**src/rtl/draw_sched_pkg.sv**
```systemverilog
// Shared definitions for the draw scheduler: FSM state encoding and the
// default operand widths of the 160x120 VGA adaptor.
package draw_sched_pkg;

    typedef enum logic [1:0] {
        S_IDLE      = 2'd0,
        S_ISSUE     = 2'd1,
        S_WAIT_BUSY = 2'd2,
        S_WAIT_DONE = 2'd3
    } state_t;

    localparam int DEF_NUM_REQ = 4;
    localparam int DEF_X_W     = 8;
    localparam int DEF_Y_W     = 7;
    localparam int DEF_C_W     = 3;

endpackage

```
**src/rtl/draw_scheduler_rr_arbiter.sv**
```systemverilog
// Combinational round-robin arbiter: the search begins at the client after
// 'last' and wraps, so the most recent winner has the lowest priority.
module rr_arbiter #(
    parameter int NUM_REQ = 4
) (
    input  logic [NUM_REQ-1:0]         req,
    input  logic [$clog2(NUM_REQ)-1:0] last,
    output logic [NUM_REQ-1:0]         win,
    output logic                       any
);

    localparam int IDX_W = $clog2(NUM_REQ);

    logic [IDX_W-1:0] idx;

    // First requesting client found walking upward from last+1.
    always_comb begin
        // NOTE: every output of a combinational block gets a default before any
        // conditional assignment, otherwise synthesis infers a latch.
        win = '0;
        any = 1'b0;
        idx = '0;
        for (int k = 1; k <= NUM_REQ; k++) begin
            idx = IDX_W'((int'(last) + k) % NUM_REQ);
            if (!any && req[idx]) begin
                win[idx] = 1'b1;
                any      = 1'b1;
            end
        end
    end

endmodule

```
**src/rtl/draw_scheduler.sv**
```systemverilog
// Shares the 4x4 block-plot engine between NUM_REQ drawing clients and,
// when DRAW_SCHED_CLEAR_EN is defined, one screen-clear client that has
// absolute priority. Without the macro the clear ports do not exist and
// enable_clear is constant 0.
module draw_scheduler
    import draw_sched_pkg::*;
#(
    parameter int NUM_REQ = DEF_NUM_REQ,
    parameter int X_W     = DEF_X_W,
    parameter int Y_W     = DEF_Y_W,
    parameter int C_W     = DEF_C_W
) (
    input  logic                   clk,
    input  logic                   resetn,
    input  logic [NUM_REQ-1:0]     req,
    input  logic [NUM_REQ*X_W-1:0] req_x,
    input  logic [NUM_REQ*Y_W-1:0] req_y,
    input  logic [NUM_REQ*C_W-1:0] req_colour,
    output logic [NUM_REQ-1:0]     grant,
    output logic [NUM_REQ-1:0]     done,
`ifdef DRAW_SCHED_CLEAR_EN
    input  logic                   clear_req,
    output logic                   clear_done,
`endif
    input  logic                   ready_to_draw,
    output logic                   enable_start,
    output logic                   enable_clear,
    output logic [X_W-1:0]         x,
    output logic [Y_W-1:0]         y,
    output logic [C_W-1:0]         colour,
    output logic                   busy
);

    localparam int IDX_W = $clog2(NUM_REQ);

    state_t             state_q, state_d;
    logic [IDX_W-1:0]   last_q;
    logic [NUM_REQ-1:0] win;
    logic               any;
    logic [IDX_W-1:0]   win_idx;
    logic [X_W-1:0]     sel_x;
    logic [Y_W-1:0]     sel_y;
    logic [C_W-1:0]     sel_c;
    logic               clear_pending;
    logic               clear_own_q;

    rr_arbiter #(.NUM_REQ(NUM_REQ)) u_arb (
        .req  (req),
        .last (last_q),
        .win  (win),
        .any  (any)
    );

    // Winner index and its operands, muxed from the packed request buses.
    always_comb begin
        win_idx = '0;
        sel_x   = '0;
        sel_y   = '0;
        sel_c   = '0;
        for (int i = 0; i < NUM_REQ; i++) begin
            if (win[i]) begin
                win_idx = IDX_W'(i);
                sel_x   = req_x[i*X_W +: X_W];
                sel_y   = req_y[i*Y_W +: Y_W];
                sel_c   = req_colour[i*C_W +: C_W];
            end
        end
    end

`ifdef DRAW_SCHED_CLEAR_EN
    assign clear_pending = clear_req;

    // Clear ownership flag and its completion pulse.
    always_ff @(posedge clk or negedge resetn) begin
        if (!resetn) begin
            clear_own_q <= 1'b0;
            clear_done  <= 1'b0;
        end else begin
            clear_done <= 1'b0;
            if (state_q == S_IDLE && ready_to_draw && clear_req) begin
                clear_own_q <= 1'b1;
            end else if (state_q == S_WAIT_DONE && ready_to_draw) begin
                clear_done  <= clear_own_q;
                clear_own_q <= 1'b0;
            end
        end
    end
`else
    assign clear_pending = 1'b0;
    assign clear_own_q   = 1'b0;
`endif

    // State register.
    always_ff @(posedge clk or negedge resetn) begin
        // NOTE: sequential state uses non-blocking assignments so every flop
        // samples pre-edge values regardless of process evaluation order.
        if (!resetn) state_q <= S_IDLE;
        else         state_q <= state_d;
    end

    // Next-state logic: arbitrate when idle, then follow the engine handshake.
    always_comb begin
        state_d = state_q;
        case (state_q)
            S_IDLE:      if (ready_to_draw && (clear_pending || any)) state_d = S_ISSUE;
            S_ISSUE:     state_d = S_WAIT_BUSY;
            S_WAIT_BUSY: if (!ready_to_draw) state_d = S_WAIT_DONE;
            S_WAIT_DONE: if (ready_to_draw) state_d = S_IDLE;
            default:     state_d = S_IDLE;
        endcase
    end

    // Engine strobes and busy, decoded from registered state only.
    always_comb begin
        enable_start = (state_q == S_ISSUE) && !clear_own_q;
        enable_clear = (state_q == S_ISSUE) &&  clear_own_q;
        busy         = (state_q != S_IDLE);
    end

    // Grant, operands, round-robin pointer and block completion pulse.
    always_ff @(posedge clk or negedge resetn) begin
        if (!resetn) begin
            grant  <= '0;
            done   <= '0;
            x      <= '0;
            y      <= '0;
            colour <= '0;
            last_q <= IDX_W'(NUM_REQ - 1);
        end else begin
            done <= '0;
            if (state_q == S_IDLE && ready_to_draw && !clear_pending && any) begin
                grant  <= win;
                last_q <= win_idx;
                x      <= sel_x;
                y      <= sel_y;
                colour <= sel_c;
            end else if (state_q == S_WAIT_DONE && ready_to_draw) begin
                done  <= grant;
                grant <= '0;
            end
        end
    end

endmodule
```
**config.mk**
```make
export PLATFORM = sky130hd
export DESIGN_NAME = draw_scheduler
export DESIGN_NICKNAME = d
export VERILOG_FILES = /design/src/rtl/draw_sched_pkg.sv /design/src/rtl/draw_scheduler_rr_arbiter.sv /design/src/rtl/draw_scheduler.sv
export SDC_FILE = /design/constraint.sdc
export NUM_CORES = 1
export LEC_CHECK = 0
export BUFFER_PORTS_ARGS = -buffer_cell sky130_fd_sc_hd__buf_2
export CAP_MARGIN = 20
export CORE_ASPECT_RATIO = 0.75
export CORE_UTILIZATION = 30
export CTS_BUF_LIST = sky130_fd_sc_hd__clkbuf_4
export DETAILED_ROUTE_END_ITERATION = 6
export GPL_ROUTABILITY_DRIVEN = 0
export GPL_TIMING_DRIVEN = 0
export PLACE_DENSITY_LB_ADDON = 0.05
export SYNTH_ARGS = -nofsm -noshare
export SYNTH_HDL_FRONTEND = slang
export SYNTH_HIERARCHICAL = 1
export SYNTH_SLANG_ARGS = --single-unit
```
**constraint.sdc**
```tcl
create_clock -name clk -period 7.7 [get_ports clk]
set_clock_uncertainty 0.05 [all_clocks]
set_input_delay 1.925 -clock clk [delete_from_list [all_inputs] [get_ports clk]]
set_output_delay 1.925 -clock clk [all_outputs]
set_load 0.02 [all_outputs]
```
### Word-level counts from Yosys, hierarchy flattened

Index checks and enable logic that the tools add are counted.
W data, S select, Z words.

* add/subtract/negate cells: 4
* equality and inequality tests: 6
* reduce and logical (&&, ||, !) cells: 18
* bitwise operators: 3
* muxes and demuxes: 47
* $lt $le $gt $ge: 8

Operators by type and width (count)
* $mux W4: 8
* $mux W8: 4
* $mux W7: 4
* $mux W1: 13
* $lt A2 B3 Y1 const B: 4
* $mux W3: 4
* $or A4 B4 Y4: 3
* $logic_and A1 B1 Y1: 11
* $mux W2: 5
* $bmux W1 S2: 4
* $demux W1 S2: 4
* $ge A2 B1 Y1 const B: 4
* $pmux W2 S4: 1
* $ne A2 B2 Y1 const B: 3
* $add A2 B1 Y2 const B: 2
* $add A2 B2 Y2 const B: 2
* $eq A2 B2 Y1 const B: 2
* $reduce_bool A2 Y1: 2
* $logic_not A1 Y1: 3
* $reduce_and A3 Y1: 1
* $eq A2 B1 Y1 const B: 1
* $logic_not A2 Y1: 1

* word-level logic and storage cells: 93
* output and inout bits: 29
* register bits after elaboration: 30
* input port bits: 79

### Depth between registers and ports, before layout

* depth in word-level cells: 17
* gate-level depth with buffers: 12
* gate-level depth less buffers: 9

### Cells and area by module

Netlist, hierarchy kept.

By module, submodules not included
* draw_scheduler: area each 2028.2 um^2, instances 1, cells an instance 219, sequential area each 753.2 um^2
* rr_arbiter: area each 415.4 um^2, instances 1, cells an instance 48, sequential area each 0.0 um^2

### Least setup slack after synthesis

No wires, ideal clock.

* kind: input port to flip-flop
* from: input req[3]
* to: register colour[1]
* slack: 3.946 ns
* library setup time: 0.065 ns
* required time: 7.585 ns
* cell stages on the path: 9
* arrival time: 3.639 ns
* buffers on the path: 2
* path through: or3b_1 > a2111o_1 > nand3_2 > a221o_1 > buf_4 > buf_6 > a21oi_1 > a221oi_2 > o22a_1

* elaborated cells on any way between the ends: 30
* classes of those cells: mux: 20; bitwise: 3; reduce/logical: 7

RTL lines
* start, declared: line draw_scheduler.sv:15 `input logic [NUM_REQ-1:0] req,`
* $bmux W1 S2: line draw_scheduler_rr_arbiter.sv:25 `if (!any && req[idx]) begin`
* $mux W1 (implied by the code): line draw_scheduler_rr_arbiter.sv:25
* $mux W1: line draw_scheduler_rr_arbiter.sv:25
* $logic_not A1 Y1: line draw_scheduler_rr_arbiter.sv:25
* $logic_and A1 B1 Y1: line draw_scheduler_rr_arbiter.sv:25
* $mux W1: line draw_scheduler_rr_arbiter.sv:25
* $logic_not A1 Y1: line draw_scheduler_rr_arbiter.sv:25
* $logic_and A1 B1 Y1: line draw_scheduler_rr_arbiter.sv:25
* $mux W1: line draw_scheduler_rr_arbiter.sv:25
* $logic_not A1 Y1: line draw_scheduler_rr_arbiter.sv:25
* $logic_and A1 B1 Y1: line draw_scheduler_rr_arbiter.sv:25
* $mux W4 *: line draw_scheduler_rr_arbiter.sv:25
* net win[1]: line draw_scheduler.sv:38 `logic [NUM_REQ-1:0] win;`
* $mux W3 * (3 in a row): line draw_scheduler.sv:61 `if (win[i]) begin`
* end signal, assigned: line draw_scheduler.sv:136 `colour <= sel_c;`
* end, declared: line draw_scheduler.sv:30 `output logic [C_W-1:0] colour,`

The timed path passes the listed nets; every way through them passes the cells marked *. The select of a mux whose other input is x is not followed.
A chain may end at the register's enable or synchronous reset.

### Worst setup path after layout

* from: input req[3]
* to: register y[1]

* elaborated cells on any way between the ends: 30
* classes of those cells: mux: 20; bitwise: 3; reduce/logical: 7

RTL lines
* $bmux W1 S2: line draw_scheduler_rr_arbiter.sv:25
* $mux W1 (implied by the code): line draw_scheduler_rr_arbiter.sv:25
* $mux W1: line draw_scheduler_rr_arbiter.sv:25
* $logic_not A1 Y1: line draw_scheduler_rr_arbiter.sv:25
* $logic_and A1 B1 Y1: line draw_scheduler_rr_arbiter.sv:25
* $mux W1: line draw_scheduler_rr_arbiter.sv:25
* $logic_not A1 Y1: line draw_scheduler_rr_arbiter.sv:25
* $logic_and A1 B1 Y1: line draw_scheduler_rr_arbiter.sv:25
* $mux W1: line draw_scheduler_rr_arbiter.sv:25
* $logic_not A1 Y1: line draw_scheduler_rr_arbiter.sv:25
* $logic_and A1 B1 Y1: line draw_scheduler_rr_arbiter.sv:25
* $mux W4 *: line draw_scheduler_rr_arbiter.sv:25
* net win[1]: line draw_scheduler.sv:38
* $mux W7 * (3 in a row): line draw_scheduler.sv:61
* end signal, assigned: line draw_scheduler.sv:135 `y <= sel_y;`
* end, declared: line draw_scheduler.sv:29 `output logic [Y_W-1:0] y,`

Marks and branches as above.

==> impl_results.md <==
* Final Max Tran Viols at 0
* Synth Register Bits at 30
* Pleak at 1.538 nW
* Syn Std Cell Area at 2444 um^2
* Pwr per Cell Area at 508.9 nW/um^2
* Compound-Gate Fraction of Synth Area at 26.93%
* Clock Tree Buf Depth at 2
* # Max-Cap Violations at 0
* Fmax at 257.5 MHz
* CP max stage delay at 0.42 ns
* Final worst slack at 3.817 ns
* Most frequent cells in the layout: 113 x buf_2, 51 x nand2_1, 28 x inv_1, 28 x dfrtp_1, 21 x a21oi_1
* Fin crit period at 3.883 ns
* Grt total ovfl at 0
* Crit path max fanout at 10
* # clock sinks at 30
* DR WL/cell at 15.08 um
* Worst setup SP type: primary input
* DRT Pass-1 Iters at 4
* Clk_lat worst skew at 0.33 ns
* PostCTS Resize Cnt at 0
* Drt drc at 0
* Tot GR Track Use at 17.05%
* CP max-delay cell: a2111o_1
* Sequential area share after synthesis at 30.82%
* CTS tree: built
* Die width at 106.2 um
* Final setup viols at 0
* Worst-path cell chain: buf_2 -> or3b_1 -> a2111o_1 -> nand3_2 -> a221o_1 -> buf_4 -> buf_6 -> a21oi_1 -> a221oi_2 -> o22a_1
* Worst Path Arrival at 4.10 ns
* Vias per std cell at 4.934
* First-pass GRT wire length at 11160 um
* Fraction of synthesized cell area in xor and xnor cells at 0%
* HP Start: x[4]
* Layout cell share with drive strength beyond 1 at 41.99%
* Cell family with the largest share of critical-path delay: compound AO/OA/AOI/OAI gates
* I/O pins at 108
* Die Ht at 80.16 um
* Worst ir drop on vdd at 0.0001629 V
* Row Count at 28
* Post-route antenna net violation count at 0
* Buf/Inv on CP at 3
* Vias in the first global route at 2200
* Num CTS Buffers at 5
* Final count of hold timing violations at 0
* CP required at 7.92 ns
* Yosys cell types at 36
* Drt total wl at 7328 um
* Syn Area/Cell at 9.152 um^2
* Initial antenna violation count at 0
* Worst slew pin tran at 0.7004 ns
* Largest family of logic cells by synthesized area: compound AO/OA/AOI/OAI gates
* DIE AREA at 8514 um^2
* Post CTS Setup Buffer Count at 0
* RSZ-0062 raised after global routing: no
* Nets at 471
* Clock root buffer: clkbuf_4
* Synthesized Nets at 358
* Mux cell area share after synthesis at 5.735%
* Crit end category: flop
* Iter 0 DRT Violations at 75
* Mapped Cells at 267
* Vias at 2398
* Antenna fix cells at 0
* Reg2Reg Launch Point: last_q[0]
* Most common cell after layout, fill and taps aside: buf_2
* Layout area overhead at 31.23%
* Crit path launch: req[3]
* Largest net degree at the start of global routing at 31
* Adder-cell share of the synthesized area at 6.144%
* Fill cells at 830
* Worst slack, placed at 3.507 ns
* Yosys warnings at 6
* IO Port Bufs at 106
* Starting density of the core at 31.00%
* HPWL after detailed placement at 5544 um
* Critical path class: in -> reg
* Final Cycle Share at 50.43%
* Simple-gate share of the synthesized area at 18.95%
* H-tree levels at 2
* Outcome: complete, no violations
* Setup TNS at 0 ns
* Slew headroom at 53.31%
* Worst Hold Class: reg -> reg
* Core area at 7883 um^2
* Hold-fix buffers, CTS at 0
* CTS clk-pin slew, worst paths at 0.10 ns
==> synth_stat cells <==
| cell type | instances | area share, % |
|---|---|---|
| nand2_1 | 51 | 7.8 |
| dfrtp_1 | 28 | 29 |
| inv_1 | 28 | 4.3 |
| a21oi_1 | 21 | 4.3 |
| nand3b_1 | 19 | 5.8 |
| a221oi_2 | 18 | 11 |
| o22a_1 | 18 | 6.5 |
| ha_1 | 12 | 6.1 |
| mux2i_1 | 8 | 3.3 |
| buf_2 | 7 | 1.4 |
| buf_6 | 7 | 3.2 |
| o21ai_0 | 6 | 1.2 |
| buf_4 | 5 | 1.5 |
| a221o_1 | 4 | 1.6 |
| and2_1 | 4 | 1.0 |
| nor2_1 | 4 | 0.61 |
| mux2_2 | 3 | 1.4 |
| nand2b_1 | 3 | 0.77 |
| a21oi_2 | 2 | 0.72 |
| dfstp_2 | 2 | 2.2 |
| nand4_1 | 2 | 0.51 |
| a2111o_1 | 1 | 0.46 |
| and3_4 | 1 | 0.46 |
| buf_8 | 1 | 0.61 |
| clkbuf_1 | 1 | 0.15 |
| conb_1 | 1 | 0.15 |
| mux4_1 | 1 | 1.1 |
| nand3_2 | 1 | 0.41 |
| nor2b_1 | 1 | 0.26 |
| nor3_1 | 1 | 0.20 |
| nor3b_1 | 1 | 0.31 |
| nor4b_1 | 1 | 0.36 |
| o2111ai_1 | 1 | 0.36 |
| o221ai_1 | 1 | 0.36 |
| o32ai_1 | 1 | 0.36 |
| or3b_1 | 1 | 0.36 |
==> path summary, 6_finish.rpt <==
path | endpoint | slack [ns] | depth (start not counted)
min in group asynchronous | y[6] | 1.58 | 1
hold reg to reg | x[4] | 0.46 | 1
setup / recovery | y[1] | 3.82 | 10
max in group asynchronous | x[5] | 5.57 | 1
setup reg to reg | y[1] | 4.31 | 11
hold / removal | x[4] | 0.46 | 1
==> final cells by class <==
type,instances,area [um^2],share of cell area (%)
clock inverter,3,63.81,1.990
buffer,21,170.2,5.306
clock buffer,5,37.54,1.171
sequential,30,753.2,23.49
inverter,28,105.1,3.277
timing repair buffer,106,530.5,16.54
multi-input combinational,188,1415,44.13
tap,105,131.4,4.097
==> through the flow <==
| stage | hold slack, ns | cell area [um^2] | util [%] | std cells | power (mW) |
|---|---|---|---|---|---|
| floorplan | 0.4839 | 2444 | - | 267 | 1.159 |
| global placement | 0.4364 | 3105 | 39.40 | 478 | 1.475 |
| detailed placement | 0.4454 | 3105 | 39.40 | 478 | 1.477 |
| CTS | 0.4691 | 3207 | 40.68 | 486 | 1.639 |
| global route | 0.4807 | 3207 | 40.68 | 486 | 1.754 |
| finish | 0.4620 | 3207 | 40.68 | 486 | 1.632 |
==> flip-flops by register name (all words and copies together) (netlist names) <==
signal   flops
colour       3
done         4
grant        4
last_q       2
state_q      2
x            8
y            7
==> power breakdown <==
group / internal [mW] / leakage (nW) / total [mW] / switching (mW)
sequential: 0.233 / 0.359 / 0.280 / 0.0469
clock: 0.100 / 0.0528 / 0.157 / 0.0572
combinational: 0.502 / 1.13 / 1.20 / 0.694
==> layer usage <==
layer  vias up  part of all wire, %  global-route usage, %
met1      1139                   49                  24.02
met3         8                  6.5                  3.409
met4         0                  1.2                  4.722
met2        80                   44                  26.30
met5         -                    0                      0
li1       1171                    -                      -
==> cell families after synthesis <==
group,Yosys count
AOI/OAI and AO/OA,73
adders and majority gates,12
buffers and inverters,49
DFF,30
muxes,12
other,1
and+or+nand+nor,90
==> worst register-to-register path, cell delays in order, from the launching register on <==
cell	delay, ns
dfstp_2	0.63
inv_1	0.19
ha_1	0.45
mux2i_1	0.25
o2111ai_1	0.14
o21ai_0	0.43
a221o_1	0.25
buf_4	0.17
buf_6	0.15
a21oi_1	0.08
a221oi_2	0.35
o22a_1	0.20
(Power assumes the default switching activity.)
